--- config.mk ---
export PLATFORM = sky130hd
export DESIGN_NAME = tw_addr_seq
export DESIGN_NICKNAME = d
export VERILOG_FILES = /design/src/rtl/tw_seq_pkg.sv /design/src/rtl/tw_seq_dly.sv /design/src/rtl/tw_addr_seq.sv
export SDC_FILE = /design/constraint.sdc
export NUM_CORES = 1
export LEC_CHECK = 0
export CORE_ASPECT_RATIO = 0.8
export CORE_MARGIN = 2
export CORE_UTILIZATION = 45
export CTS_CLUSTER_SIZE = 8
export DETAILED_ROUTE_END_ITERATION = 10
export GPL_TIMING_DRIVEN = 1
export PLACE_DENSITY = 0.81
export REMOVE_ABC_BUFFERS = 1
export SETUP_SLACK_MARGIN = 0.3
export SLEW_MARGIN = 15
export SYNTH_ARGS = -nofsm -noshare
export SYNTH_HDL_FRONTEND = slang
export SYNTH_SLANG_ARGS = --single-unit
--- constraint.sdc ---
create_clock -name clk -period 2.65 [get_ports clk]
set_input_delay 0.6625 -clock clk [delete_from_list [all_inputs] [get_ports clk]]
set_output_delay 0.6625 -clock clk [all_outputs]
set_load 0.02 [all_outputs]
--- src/rtl/tw_seq_pkg.sv ---
// tw_seq_pkg: shared FSM state type, delay limit and bit-reversal helper
// for the per-stage twiddle address sequencer.
package tw_seq_pkg;

   typedef enum logic [1:0] {IDLE, RUN, FLUSH} state_t;

   localparam int unsigned MAX_DELAY_BROM = 8;

   // Reverses the low 'width' bits of v; bits at and above 'width' read as zero.
   function automatic logic [31:0] bit_rev(input logic [31:0] v, input int unsigned width);
      logic [31:0] r;
      r = '0;
      for (int unsigned i = 0; i < 32; i++) begin
         if (i < width) r[5'(i)] = v[5'(width - 1 - i)];
      end
      return r;
   endfunction

endpackage

--- src/rtl/tw_seq_dly.sv ---
// tw_seq_dly: parameterised DEPTH-deep shift register of 2-bit (valid, one)
// entries with synchronous clear to CLR_VAL.
module tw_seq_dly #(
   parameter int unsigned DEPTH   = 2,
   parameter logic [1:0]  CLR_VAL = 2'b01
) (
   input  logic       clk,
   input  logic       clr,
   input  logic [1:0] din,
   output logic [1:0] dout
);

   logic [DEPTH-1:0][1:0] sr;

   if (DEPTH == 1) begin : g_one
      always_ff @(posedge clk) begin
         if (clr) sr <= CLR_VAL;
         else     sr <= din;
      end
   end else begin : g_many
      always_ff @(posedge clk) begin
         if (clr) sr <= {DEPTH{CLR_VAL}};
         else     sr <= {sr[DEPTH-2:0], din};
      end
   end

   assign dout = sr[DEPTH-1];

endmodule

--- src/rtl/tw_addr_seq.sv ---
// tw_addr_seq: twiddle ROM address sequencer for one radix-2 SDF NTT/INTT stage.
// Define TW_ADDR_BITREV_EN to bit-reverse the index for natural-order twiddle ROMs.
module tw_addr_seq
   import tw_seq_pkg::*;
#(
   parameter int unsigned LOGN       = 8,
   parameter int unsigned STAGE      = 1,
   parameter int unsigned DELAY_BROM = 2
) (
   input  logic            clk,
   input  logic            rst,
   input  logic            start,
   input  logic            intt,
   input  logic            in_valid,
   output logic [LOGN-1:0] raddr,
   output logic            tw_valid,
   output logic            tw_one,
   output logic            busy,
   output logic            done
);

   localparam int unsigned     FW       = $clog2(MAX_DELAY_BROM);
   localparam logic [LOGN-1:0] IDX_MASK = LOGN'((64'd1 << (STAGE - 1)) - 64'd1);

   state_t          state, state_nxt;
   logic [LOGN-1:0] smp;
   logic [LOGN-1:0] idx;
   logic [LOGN-1:0] addr_nxt;
   logic            dir;
   logic            mul;
   logic [FW-1:0]   fcnt;
   logic [1:0]      dly_in;
   logic [1:0]      dly_out;

   // Upper address bit selects the inverse half; the mask keeps STAGE==1 at idx=0.
   always_comb begin
      mul = smp[STAGE-1];
      idx = '0;
      if (mul) begin
`ifdef TW_ADDR_BITREV_EN
         idx = LOGN'(bit_rev(32'(smp & IDX_MASK), STAGE - 1));
`else
         idx = smp & IDX_MASK;
`endif
      end
      addr_nxt           = idx;
      addr_nxt[LOGN-1]   = dir;
   end

   always_comb begin
      state_nxt = state;
      dly_in    = 2'b01;
      done      = 1'b0;
      unique case (state)
         IDLE: begin
            if (start) state_nxt = RUN;
         end
         RUN: begin
            if (in_valid) begin
               dly_in = {1'b1, ~mul};
               if (smp == '1) state_nxt = FLUSH;
            end
         end
         FLUSH: begin
            // The last valid entry is at the delay-line output this cycle.
            if (fcnt == FW'(DELAY_BROM - 1)) begin
               done      = 1'b1;
               state_nxt = IDLE;
            end
         end
         default: state_nxt = IDLE;
      endcase
   end

   always_ff @(posedge clk) begin
      if (rst) begin
         state <= IDLE;
         smp   <= '0;
         dir   <= 1'b0;
         fcnt  <= '0;
         raddr <= '0;
      end else begin
         state <= state_nxt;
         fcnt  <= (state == FLUSH) ? fcnt + 1'b1 : '0;
         if (state == IDLE && start) begin
            dir <= intt;
            smp <= '0;
         end
         if (state == RUN && in_valid) begin
            smp   <= smp + 1'b1;
            raddr <= addr_nxt;
         end
      end
   end

   tw_seq_dly #(
      .DEPTH   (DELAY_BROM),
      .CLR_VAL (2'b01)
   ) u_dly (
      .clk  (clk),
      .clr  (rst),
      .din  (dly_in),
      .dout (dly_out)
   );

   assign tw_valid = dly_out[1];
   assign tw_one   = dly_out[0];
   assign busy     = (state != IDLE);

endmodule

==> results.md, run 1 <==
* Status: complete, no violations
* Hold Path Class: reg -> reg
* Total wire length at 1620 um
* Post-synthesis sequential area ratio at 42.8%
* Final core occ at 52.5%
* Starting DRT DRC Count at 16
* Cell Area, Synth at 888 um^2
* Die Area at 2350 um^2
* # Max-Cap Violations at 0
* Antenna viol nets, final at 0
* CP max FO at 9
* Most common cell after layout, fill and taps aside: dfxtp_1
* Clock buffer depth at 2
* Postcts setup bufs at 0
* Share of layout cells above drive strength 1 at 12.6%
* Ant diodes at 0
* DRC viols at 0
* All-Layer GR Usage at 16.9%
* Total congestion overflow at 0
* Lkg Pwr at 0.000351 uW
* Critical Path AT at 1.58 ns
* Count of cell types in the netlist at 35
* Setup crit start kind: register
* Io pins at 17
* Most frequent cells in the layout: 19 x dfxtp_1, 8 x nand2_1, 8 x a21oi_1, 8 x clkdlybuf4s50_1, 7 x conb_1
* Wire per inst at 12.8 um
* Post-Synthesis Cells at 95
* Max frequency at 0.446 GHz
* Via count at 682
* Setup Skew at 0.00433 ns
* RSZ-0062 raised after global routing: no
* Port Buffer Count at 9
* Hpwl dp at 1130 um
* #FFs+latches synth at 19
* Core Region at 1870 um^2
* Period utilization at 84.7%
* Setup total negative slack at 0 ns
* CTS buffer count at 3
* H-tree lvl count at 1
* Worst vdd ir at 0.000266 V
* Worst-Skew Late Latency at 0.30 ns
* Fin. max-slew vios at 0
* PnR worst setup slack at 0.407 ns
* Chip Height at 43.7 um
* Syn_area_per_cell at 9.35 um^2
* Initial antenna violation count at 0
* First-pass GRT wire length at 2850 um
* Min cycle time layout at 2.24 ns
* Routed vias/inst at 5.37
* Initial Util at 47.4%
* Critical path capture point type: output pin
* DP Worst Slack at 0.558 ns
* Number of flops mapped to enable cells by yosys at 0
* Chip Width at 53.7 um
* Top FF cell, synth: dfxtp_1
* DRT Pass-1 Iters at 4
* FP Rows at 14
* Async SR Flop Fraction at 0%
* Layout net count at 112
* WP data required at 1.99 ns
* Final hold violation count at 0
* Final setup fails at 0
* PwrDens at 511 nW/um^2
* Area growth from synthesis to layout at 10.7%
* Worst-path clk slew at 0.11 ns
* YS warnings at 0
* Setup Crit Path Kind: reg -> out
* Number of global-route vias before repair at 686
* Hold_buf cts at 0
* Root Driver: clkbuf_4
* Clock Sink Count at 19
* CTS tree: done
* Largest net degree at the start of global routing at 15
* Routability cong. at 0.771
* PostCTS Resize Cnt at 1
## final timing paths
kind,startpoint,cells after the start,to,slack [ns]
min reg2reg,u_dly.sr[0]$_SDFF_PP1_,1,u_dly.dout[0]$_SDFF_PP1_,0.42
max,state[0]$_SDFFE_PP0P_,2,busy,0.41
max reg2reg,state[0]$_SDFFE_PP0P_,3,smp[5]$_SDFFE_PP0P_,1.20
min,u_dly.sr[0]$_SDFF_PP1_,1,u_dly.dout[0]$_SDFF_PP1_,0.42
## cells in the mapped netlist (2+ instances only)
cell / n / area, um^2
a21oi_1: 8 / 40.0
buf_4: 7 / 52.6
clkbuf_1: 3 / 11.3
dfxtp_1: 19 / 380
ha_1: 3 / 37.5
nand2_1: 8 / 30.0
nand2b_1: 3 / 18.8
nand3_1: 5 / 25.0
nand4_1: 2 / 12.5
nor2_1: 5 / 18.8
nor3b_1: 2 / 15.0
o311ai_0: 3 / 26.3
or2_2: 2 / 12.5
or3b_2: 2 / 17.5
or4_1: 3 / 22.5
## through the flow
step           cell area, um^2  power (uW)  cells  hold WS (ns)
6_report                   983         502    127         0.423
5_1_grt                    983         523    127         0.446
4_1_cts                    983         505    127         0.422
3_5_place_dp               958         360    123         0.404
3_3_place_gp               958         358    123         0.392
2_1_floorplan              831         337     89         0.389
## cell type report
type / instances / area, um^2
multi-input cells: 69 / 447
fillers: 162 / 891
well taps: 24 / 30.0
clock buffers: 4 / 26.3
repair buffers: 10 / 96.3
flip-flops and latches: 19 / 380
inverters: 1 / 3.75
## sequential cells by signal, indices dropped and copies added (netlist names)
name / count
dir: 1
fcnt: 3
raddr: 1
smp: 8
state: 2
u_dly.dout: 2
u_dly.sr: 2
## per-layer routing
metal | routed length (um) | track usage [%] | part of all wire, %
met5 | 0 | 0 | 0
met2 | 707 | 26.6 | 44
met4 | 60 | 13.8 | 3.7
met3 | 91 | 3.10 | 5.6
met1 | 763 | 19.8 | 47
## logic make-up after synthesis
logic type | count (synthesis) | share of synthesized area, %
buf+inv | 13 | 9.44
fa+ha+maj | 3 | 4.23
xor+xnor | 1 | 0.986
other cells | 1 | 0.422
simple gates | 39 | 27.3
compound gates | 17 | 12.4
flops | 19 | 42.8
mux | 2 | 2.39
## where the power goes
part / leakage [uW] / switching, uW / internal, uW
sequential: 0.000154 / 6.66 / 291
clock: 0.0000150 / 89.7 / 58.6
combinational: 0.000182 / 33.3 / 22.7
total: 0.000351 / 130 / 372
## critical path, cell delays in order, from the launching register on
cell	delay, ns
dfxtp_1	0.52
or2_2	0.17
clkdlybuf4s50_1	0.60
No activity file was read; power rests on OpenSTA's default activity.
==> inputs of run 2 (changes only) <==
--- a/config.mk
+++ b/config.mk
@@ -7,11 +7,11 @@
 export LEC_CHECK = 0
 export CORE_ASPECT_RATIO = 0.8
 export CORE_MARGIN = 2
-export CORE_UTILIZATION = 45
+export CORE_UTILIZATION = 44
 export CTS_CLUSTER_SIZE = 8
 export DETAILED_ROUTE_END_ITERATION = 10
 export GPL_TIMING_DRIVEN = 1
-export PLACE_DENSITY = 0.81
+export PLACE_DENSITY = 0.82
 export REMOVE_ABC_BUFFERS = 1
 export SETUP_SLACK_MARGIN = 0.3
 export SLEW_MARGIN = 15
==> constraint.sdc (replaced) <==
create_clock -name clk -period 1.85 [get_ports clk]
set_input_delay 0.4625 -clock clk [delete_from_list [all_inputs] [get_ports clk]]
set_output_delay 0.4625 -clock clk [all_outputs]
set_load 0.02 [all_outputs]
==> run 2 against run 1 <==
  * Clock skew grew 0.0015 ns
  * Core utilization grew 3.7 points
  * Worst hold slack lost 0.0025 ns
  * Critical path depth grew 2
  * Count of clock-buffer cells in the layout shrank 1
  * Largest power group unchanged
  * Wire length grew 7.3%
==> results.md, run 2 (synthesis gave the netlist of run 1 again) <==
* Worst hold margin at 0.421 ns
* Critical path buffer and inverter count at 1
* Io pins at 17
* Port Buffer Count at 9
* Wire per inst at 13.1 um
* Largest net degree at the start of global routing at 12
* Max incr delay on CP at 0.38 ns
* Worst vdd ir at 0.000448 V
* Final hold violation count at 0
* H-tree lvl count at 1
* Worst setup path start: fcnt[0]$_SDFF_PP0_
* Critical path depth at 4
* Biggest regs: smp (8), fcnt (3)
* Number of global-route vias before repair at 624
* Hpwl dp at 1230 um
* Clock buffer depth at 2
* Die Area at 2400 um^2
* Final core occ at 56.2%
* Lkg Pwr at 0.000397 uW
* Initial antenna violation count at 0
* Setup crit start kind: register
* Initial Util at 47.0%
* Total congestion overflow at 0
* Setup Crit Path Kind: reg -> out
* Cell family with most CP delay: flip-flops
* CTS buffer count at 3
* Via count at 720
* Fin. max-slew vios at 0
* First-pass GRT wire length at 2880 um
* CTS tree: done
* Largest register by flop count: smp
* Reg2Reg Depth at 4
* Worst-Skew Late Latency at 0.31 ns
* R2R Path Start: state[1]$_SDFFE_PP0P_
* CP max FO at 3
* Area of the multi-input gates at 477 um^2
* FP Rows at 14
* PwrDens at 691 nW/um^2
* Cell Chain, Critical Path: ha_4, nand2b_4, nor3b_2, buf_4
* Hold_buf cts at 0
* Final setup fails at 0
* Clock Sink Count at 19
* # Max-Cap Violations at 0
* Most frequent cells in the layout: 15 x dfxtp_1, 8 x nand2_1, 8 x a21oi_1, 8 x buf_4, 7 x conb_1
* Max frequency at 0.588 GHz
* Largest register FFs at 8
* Fillers at 185
* All-Layer GR Usage at 17.4%
* Worst hold path stage count at 1
* Seq. cell area at 388 um^2
* DRC viols at 0
* Most common cell after layout, fill and taps aside: dfxtp_1
* Antenna viol nets, final at 0
* WP data required at 1.39 ns
* Period utilization at 92.0%
* Layout net count at 118
* RSZ-0062 raised after global routing: yes
* Chip Height at 44.2 um
* Routed vias/inst at 5.41
* Min cycle time layout at 1.70 ns
* Hold Path Class: reg -> reg
* Critical path capture point type: output pin
* DRT Pass-1 Iters at 4
* Critical Path AT at 1.24 ns
* Ant diodes at 0
* Core Region at 1890 um^2
* Root Driver: clkbuf_4
* Setup Skew at 0.00579 ns
* Hold wc startpoint: u_dly.sr[0]$_SDFF_PP1_
* Routability cong. at 0.785
* Worst-path clk slew at 0.11 ns
* Area growth from synthesis to layout at 19.6%
* Chip Width at 54.2 um
* Status: complete, no violations
* CP max-delay cell: dfxtp_4
* Total wire length at 1740 um
* Starting DRT DRC Count at 22
* Share of layout cells above drive strength 1 at 27.5%
-- run 2: final cells by class --
type	count	share of cell area, %
multi-input combinational	69	44.9
sequential	19	36.5
timing repair buffer	16	12.8
tap	24	2.83
clock buffer	3	2.12
clock inverter	1	0.471
inverter	1	0.353
-- run 2: final timing paths --
path / end / slack, ns
setup reg to reg: smp[5]$_SDFFE_PP0P_ / 0.40
hold / removal: u_dly.dout[0]$_SDFF_PP1_ / 0.42
setup / recovery: done / 0.15
hold reg to reg: u_dly.dout[0]$_SDFF_PP1_ / 0.42
-- run 2: where the power goes --
part	switching, uW	leakage (uW)	internal (uW)
Sequential	6.76	0.000156	416
Clock	135	0.0000177	80.9
Combinational	53.4	0.000223	41.9
-- run 2: metrics by stage --
step | setup TNS (ns) | std cells | worst slack (ns) | instance area [um^2] | power [uW]
2_1_floorplan | 0 | 89 | 0.323 | 831 | 483
3_3_place_gp | 0 | 128 | 0.00522 | 996 | 522
3_5_place_dp | -0.253 | 128 | -0.0825 | 996 | 524
4_1_cts | 0 | 133 | 0.136 | 1040 | 739
5_1_grt | 0 | 133 | 0.0939 | 1060 | 767
6_report | 0 | 133 | 0.148 | 1060 | 734
-- run 2: what timing repair did --
action / 4_1_cts / 5_1_grt
endpoints found under the setup margin: 9 / 1
setup buffers: 1 / 0
pin swaps: 0 / 1
resized for setup: 22 / 6
-- run 2: routing by layer --
| metal | vias up | track usage (%) | wire length (um) | part of all wire, % |
|---|---|---|---|---|
| li1 | 355 | - | - | - |
| met1 | 335 | 22.1 | 746 | 43 |
| met2 | 25 | 26.0 | 825 | 47 |
| met3 | 5 | 6.08 | 128 | 7.4 |
| met4 | 0 | 9.00 | 40 | 2.3 |
| met5 | - | 0 | 0 | 0 |
==> inputs of run 3 (changes only) <==
--- a/config.mk
+++ b/config.mk
@@ -8,6 +8,8 @@
 export CORE_ASPECT_RATIO = 0.8
 export CORE_MARGIN = 2
 export CORE_UTILIZATION = 44
+export CTS_BUF_LIST = sky130_fd_sc_hd__clkbuf_16
+export CTS_CLUSTER_DIAMETER = 60
 export CTS_CLUSTER_SIZE = 8
 export DETAILED_ROUTE_END_ITERATION = 10
 export GPL_TIMING_DRIVEN = 1
==> run 3 against run 2 <==
  * Clock skew fell by 0.0051 ns
  * Flip-flop and latch count did not move
  * Design area rose by 5.2%
  * Clock power rose by 110%
  * Cell count rose by 0.75%
  * Worst hold slack improved by 0.011 ns
  * Count of clock-buffer cells in the layout did not move
  * Critical endpoint unchanged
  * Largest cell class unchanged
==> results.md, run 3 (synthesis gave the netlist of run 1 again) <==
* Routability cong. at 0.785
* Total congestion overflow at 0
* CTS buffer count at 3
* Critical path capture point type: output pin
* Setup crit start kind: register
* FP Rows at 14
* Setup Crit Path Kind: reg -> out
* Chip Width at 54.2 um
* Period utilization at 87.7%
* RR Endpoint: smp[6]$_SDFFE_PP0P_
* Most frequent cells in the layout: 15 x dfxtp_1, 8 x nand2_1, 8 x a21oi_1, 8 x buf_4, 7 x conb_1
* CTS tree: done
* Fin. max-slew vios at 0
* RSZ-0062 raised after global routing: yes
* Port Buffer Count at 9
* Critical path buffer and inverter count at 1
* Worst-path clk slew at 0.05 ns
* Biggest regs: smp (8), fcnt (3)
* Area of the multi-input gates at 483 um^2
* Max incr delay on CP at 0.36 ns
* Initial Util at 47.0%
* Routed vias/inst at 5.50
* Via count at 737
* Layout net count at 119
* Min cycle time layout at 1.62 ns
* PnR worst setup slack at 0.228 ns
* Reg2Reg Setup Slack at 0.40 ns
* Share of layout cells above drive strength 1 at 28.2%
* All-Layer GR Usage at 18.6%
* DRC viols at 0
* Clock Sink Count at 19
* CP max FO at 3
* Chip Height at 44.2 um
* Largest net degree at the start of global routing at 12
* Antenna viol nets, final at 0
* Number of global-route vias before repair at 679
* Total wire length at 1980 um
* Root Driver: clkbuf_16
* Internal at 745 uW
* Reg2Reg Depth at 4
* R2R Path Start: smp[0]$_SDFFE_PP0P_
* PwrDens at 864 nW/um^2
* Switching share of power at 22.8%
* Area growth from synthesis to layout at 25.8%
* Worst hold margin at 0.432 ns
* CP max-delay cell: dfxtp_4
* Core Region at 1890 um^2
* Most common cell after layout, fill and taps aside: dfxtp_1
* Critical Path AT at 1.16 ns
* Largest register FFs at 8
* Status: complete, no violations
* Lkg Pwr at 0.000431 uW
* Io pins at 17
* Wire per inst at 14.8 um
* Worst-Skew Late Latency at 0.25 ns
* Logic pwr share at 9.9%
* Clock power frac at 46.3%
* # Max-Cap Violations at 0
* WP data required at 1.39 ns
* Hold Path Class: reg -> reg
* Seq. cell area at 388 um^2
* Cell family with most CP delay: flip-flops
* Worst vdd ir at 0.000607 V
* Critical path depth at 4
* Fillers at 174
* Hold endpoint: u_dly.dout[0]$_SDFF_PP1_
* Clock buffer depth at 2
* Die Area at 2400 um^2
* Setup Skew at 0.000663 ns
* Max frequency at 0.617 GHz
* Sw Pwr at 220 uW
* Final setup fails at 0
* DP Worst Slack at -0.0825 ns
* DRT Pass-1 Iters at 4
* Seq pwr share at 43.9%
* Hpwl dp at 1230 um
* First-pass GRT wire length at 3120 um
* Largest register by flop count: smp
* Ant diodes at 0
* Initial antenna violation count at 0
* Worst hold path stage count at 1
* Starting DRT DRC Count at 12
* Final hold violation count at 0
* Cell Chain, Critical Path: ha_4, nand2b_4, nor3b_2, buf_4
* Hold wc startpoint: u_dly.sr[0]$_SDFF_PP1_
* H-tree lvl count at 1
[run 3: area by class of cell]
type | count | share of cell area (%)
multi-input combinational | 70 | 43.2
sequential | 19 | 34.7
timing repair buffer | 16 | 11.9
clock buffer | 3 | 6.72
tap | 24 | 2.69
clock inverter | 1 | 0.448
inverter | 1 | 0.336
[run 3: layer usage]
metal / up-vias / part of all wire, % / global-route usage, %
li1: 357 / - / -
met4: 0 / 1.8 / 7.50
met2: 19 / 49 / 30.8
met3: 4 / 5.1 / 6.08
met1: 357 / 44 / 22.1
met5: - / 0 / 0
[run 3: worst max-delay path by stage]
stage / end / from
after floorplan: done / fcnt[0]$_SDFF_PP0_
after global placement: smp[6]$_SDFFE_PP0P_ / start
after detailed placement: smp[5]$_SDFFE_PP0P_ / in_valid
after CTS: done / fcnt[1]$_SDFF_PP0_
after global routing: done / fcnt[0]$_SDFF_PP0_
final: done / fcnt[0]$_SDFF_PP0_
[run 3: power by group through the flow]
stage	clock network (uW)	logic (uW)	registers, uW
floorplan	0	47.8	435
finish	447	95.4	423
CTS	448	91.8	424
detailed placement	0	92.1	432
global route	468	102	425
global placement	0	90.5	432
[run 3: worst reg2reg max path, stage by stage (launching register included)]
cell and delay (ns):
dfxtp_1 0.38, ha_1 0.27, nand2_1 0.10, or4_4 0.49
a21oi_2 0.14
[run 3: repair_timing]
item / in CTS / in global routing
setup buffers: 0 / 1
gates resized for setup: 18 / 10
gates cloned: 0 / 1
endpoints found under the setup margin: 11 / 6
hold buffers: 0 / 0
pin swaps: 0 / 1
[run 3: metrics by stage]
stage               area (um^2)  cells  setup TNS, ns  power, uW  util (%)
floorplan                   831     89              0        483         -
global placement            996    128              0        522      52.6
detailed placement          996    128         -0.253        524      52.6
CTS                        1070    132              0        964      56.7
global route               1120    134              0        995      59.1
finish                     1120    134              0        965      59.1
==> variant 1 (settings of run 2) <==
`LOGN`: 8 -> 10.
--- a/src/rtl/tw_addr_seq.sv
+++ b/src/rtl/tw_addr_seq.sv
@@ -4,5 +4,5 @@
    import tw_seq_pkg::*;
 #(
-   parameter int unsigned LOGN       = 8,
+   parameter int unsigned LOGN       = 10,
    parameter int unsigned STAGE      = 1,
    parameter int unsigned DELAY_BROM = 2
Ports: changed (resized raddr); port bits go from 17 to 19. The function was not compared with the original's and may differ.
==> variant 1 against run 2 <==
- total power up 4.7%
- synthesized area up 18%
- routed wire length up 28%
- highest routed layer is now met3
- clock skew up 0.0039 ns
- largest cell class unchanged
- design area up 16%
- worst hold slack better by 0.019 ns
- setup slack worse by 0.036 ns
- critical path type unchanged
- largest power group unchanged
- sequential cell count up 2
==> variant 1: results (changes against run 2) <==
| Metric | Value |
|---|---|
| Status | `complete, no violations` |
| Async SR Flop Fraction | `0 (unchanged)` |
| Port Buf Inserts | `9 (unchanged)` |
| Detailed Place HPWL | `1690 um (+38%)` |
| Post-route insts no fill | `157 (+18%)` |
| GRT Total Usage | `0.169 (-0.00525)` |
| First-pass GRT wire length | `3480 um (+21%)` |
| Yosys warnings | `0 (unchanged)` |
| CP max FO | `2 (-1)` |
| Final WL | `2220 um (+28%)` |
| Worst-path clk slew | `0.10 ns` |
| Clk_lat worst skew | `0.30 ns` |
| Distinct cells, synth | `40 (+14%)` |
| Post-synth top cells | `dfxtp_1, buf_4, nor2_1` |
| Placed cell areas | `1180 um^2 (+18%)` |
| Pre-CTS WS | `-0.0898 ns (-0.00731 ns)` |
| Layout cells sized above 1 | `0.250 (-0.0252)` |
| Seq/Total Area, Yosys | `0.402 (-0.0258)` |
| Worst Skew | `0.00970 ns (+0.00391 ns)` |
| Pin count of the biggest net entering global routing | `12 (unchanged)` |
| Via density per instance | `5.53 (+2.1%)` |
| Post-placement cell count | `153 (+20%)` |
| Worst Path Arrival | `1.28 ns (+0.04 ns)` |
| Gate count after technology mapping | `114 (+20%)` |
| Prevailing post-synth register cell | `dfxtp_1` |
| Initial DRT Pass Iterations | `6 (+2)` |
| CTS Root Buffer Type | `clkbuf_4` |
| Drt initial violations | `32 (+45%)` |
| Initial antenna violation count | `0 (unchanged)` |
| Biggest regs | `smp: 10 flops, fcnt: 3 flops` |
| # diodes | `0 (unchanged)` |
| Filler cells | `191 (+3.2%)` |
| Synth area leaders | `dfxtp_1, buf_4, ha_1` |
| Peak VDD IR | `537 uV (+20%)` |
| GP Congestion | `0.810 (+3.2%)` |
| Longest Clk Path Bufs | `2 (unchanged)` |
| Pleak | `0.483 nW (+22%)` |
| H-tree Lvls | `1 (unchanged)` |
| Total CTS buffers | `3 (unchanged)` |
| NumNets Final | `141 (+19%)` |
| Top-area cell type share of the netlist area | `0.402 (-0.0258)` |
| Sequential Area | `425 um^2 (+9.7%)` |
| HP Class | `flip-flop to flip-flop` |
| Vias in the first global route | `794 (+27%)` |
| Setup bufs post-CTS | `0 (-1)` |
[variant 1: cell count changes in the layout (fill, tap and decap cells not counted), sizes merged, moves of 2 or more]
cell / run 2 / this run
a21oi: 9 / 4
a311oi: 0 / 4
a31oi: 0 / 3
buf: 9 / 13
conb: 7 / 9
dfxtp: 19 / 21
nor2: 5 / 9
nor2b: 1 / 3
nor4: 0 / 2
o21ai: 1 / 6
o311ai: 3 / 1
or3b: 3 / 1
or4: 4 / 2
[variant 1: logic make-up after synthesis]
logic type      count (synthesis)  synth area share
simple gates                   45             0.261
xor+xnor                        1           0.00838
flops                          21             0.402
compound gates                 24             0.157
mux                             3            0.0299
fa+ha+maj                       3            0.0359
buf+inv                        16             0.102
other cells                     1           0.00359
[variant 1: layout make-up]
type	count	area share
Clock buffer	4	0.0213
Inverter	2	0.00609
Multi-Input combinational cell	85	0.465
Sequential cell	21	0.345
Tap cell	25	0.0254
Timing Repair Buffer	20	0.138
[variant 1: path summary, 6_finish.rpt]
check	end	slack (ns)	startpoint	depth (start not counted)
worst max register to register	smp[8]	0.38	smp[1]	4
worst max-delay path	done	0.11	fcnt[1]	5
worst min-delay path	u_dly.dout[0]	0.44	u_dly.sr[0]	1
worst min register to register	u_dly.dout[0]	0.44	u_dly.sr[0]	1
[variant 1: layer usage]
layer / part of all wire / GRT usage / vias up
met5: 0 / 0 / -
met4: 0 / 0.0326 / 0
met3: 0.045 / 0.0541 / 0
met2: 0.51 / 0.303 / 22
met1: 0.45 / 0.205 / 411
li1: - / - / 435
[variant 1: power by group]
group	internal, mW	total (mW)	switching (mW)
registers	0.458	0.461	0.00337
logic	0.0378	0.0936	0.0559
clock network	0.0841	0.214	0.130
total	0.580	0.769	0.189
[variant 1: worst max-delay path, stage by stage, from the launching register on]
cell	delay (ns)
dfxtp_2	0.35
inv_2	0.04
ha_4	0.14
nor2b_4	0.12
and3b_2	0.20
buf_6	0.13
[variant 1: timing repair]
| action | CTS | global route |
|---|---|---|
| resized for setup | 24 | 3 |
| setup endpoints to repair | 9 | 5 |
| pin swaps | 1 | 1 |
==> variant 2 (settings of run 2) <==
Without the edit above. Add an input register stage for `in_valid`; this delays it by one clock. The other inputs are not delayed to match.
--- a/src/rtl/tw_addr_seq.sv
+++ b/src/rtl/tw_addr_seq.sv
@@ -22,4 +22,10 @@
    localparam int unsigned     FW       = $clog2(MAX_DELAY_BROM);
    localparam logic [LOGN-1:0] IDX_MASK = LOGN'((64'd1 << (STAGE - 1)) - 64'd1);
+
+   logic in_valid_q;
+
+   always_ff @(posedge clk) begin
+      in_valid_q <= in_valid;
+   end
 
    state_t          state, state_nxt;
@@ -57,5 +63,5 @@
          end
          RUN: begin
-            if (in_valid) begin
+            if (in_valid_q) begin
                dly_in = {1'b1, ~mul};
                if (smp == '1) state_nxt = FLUSH;
@@ -87,5 +93,5 @@
             smp <= '0;
          end
-         if (state == RUN && in_valid) begin
+         if (state == RUN && in_valid_q) begin
             smp   <= smp + 1'b1;
             raddr <= addr_nxt;
Check against the original RTL: not equivalent (a bounded check fails within 4 cycles, from zero or initial values and one cycle with rst high).
==> variant 2 against run 2 <==
- routed wire length shrank 4.4%
- total power is 7.9% higher
- setup slack better by 0.053 ns
- synthesized area rose by 2.3%
- count of clock-buffer cells in the layout is 1 higher
- cell count unchanged
- design area rose by 2.6%
- sequential cell count is 1 higher
- largest cell class unchanged
==> variant 2: results (changes against run 2) <==
| Metric | Value |
|---|---|
| WL met1 | `736 um (-1.3%)` |
| Clock buffer cells | `4 (+1)` |
| Drt wl/cell | `12.5 um (-4.4%)` |
| Post-synth top cells | `dfxtp_1, a21oi_1, nand2_1` |
| Detail Route met3 WL | `111 um (-13%)` |
| M2 GR Usage | `0.233 (-0.0269)` |
| Routed via count | `717 (-0.42%)` |
| Metal2 WL | `763 um (-7.5%)` |
| Synth area leaders | `dfxtp_1, buf_4, a21oi_1` |
| Worst Skew | `0.00435 ns (-0.00144 ns)` |
| Final clock-cell share | `0.0333 (+0.00738)` |
| Fmax | `0.606 GHz (+3.2%)` |
| Detailed Place HPWL | `1110 um (-9.5%)` |
| Worst Path Arrival | `1.19 ns (-0.05 ns)` |
| Placed cell areas | `993 um^2 (-0.25%)` |
| Met1 Use GR | `0.179 (-0.0417)` |
| Vias in the first global route | `610 (-2.2%)` |
| Clk pwr share | `0.317 (+0.023)` |
| First-pass GRT wire length | `2570 um (-11%)` |
| GP Congestion | `0.750 (-4.5%)` |
| Non-clock buffer share | `0.122 (-0.00669)` |
| GRT Total Usage | `0.149 (-0.0254)` |
| Status | `complete, no violations` |
| Fraction of area in multi-input gates | `0.437 (-0.0113)` |
| Pin count of the biggest net entering global routing | `15 (+3)` |
| CP max FO | `2 (-1)` |
| Post-CTS sizing | `23 (+4.5%)` |
-- variant 2: cell count changes in the layout (fill, tap and decap cells not counted), sizes merged --
cell / before / now
dlymetal6s2s: 0 / 1
buf: 9 / 8
clkinv: 1 / 0
dfxtp: 19 / 20
clkbuf: 3 / 4
dlygate4sd2: 4 / 3
-- variant 2: worst max-delay path, cell delays in order, from the launching register on --
cell	delay, ns
dfxtp_2	0.34
inv_2	0.06
ha_4	0.13
nand2b_4	0.05
nor3b_2	0.14
buf_4	0.16
-- variant 2: path summary, 6_finish.rpt --
| path | end | cells after the start |
|---|---|---|
| setup / recovery | done | 5 |
| hold / removal | u_dly.dout[0] | 1 |
| setup reg to reg | smp[6] | 4 |
| hold reg to reg | u_dly.dout[0] | 1 |
-- variant 2: logic make-up after synthesis --
logic type	synth area share
xor+xnor	0.00964
simple gates	0.267
flops	0.441
fa+ha+maj	0.0413
buf+inv	0.0923
mux	0.0234
other cells	0.00413
compound gates	0.121
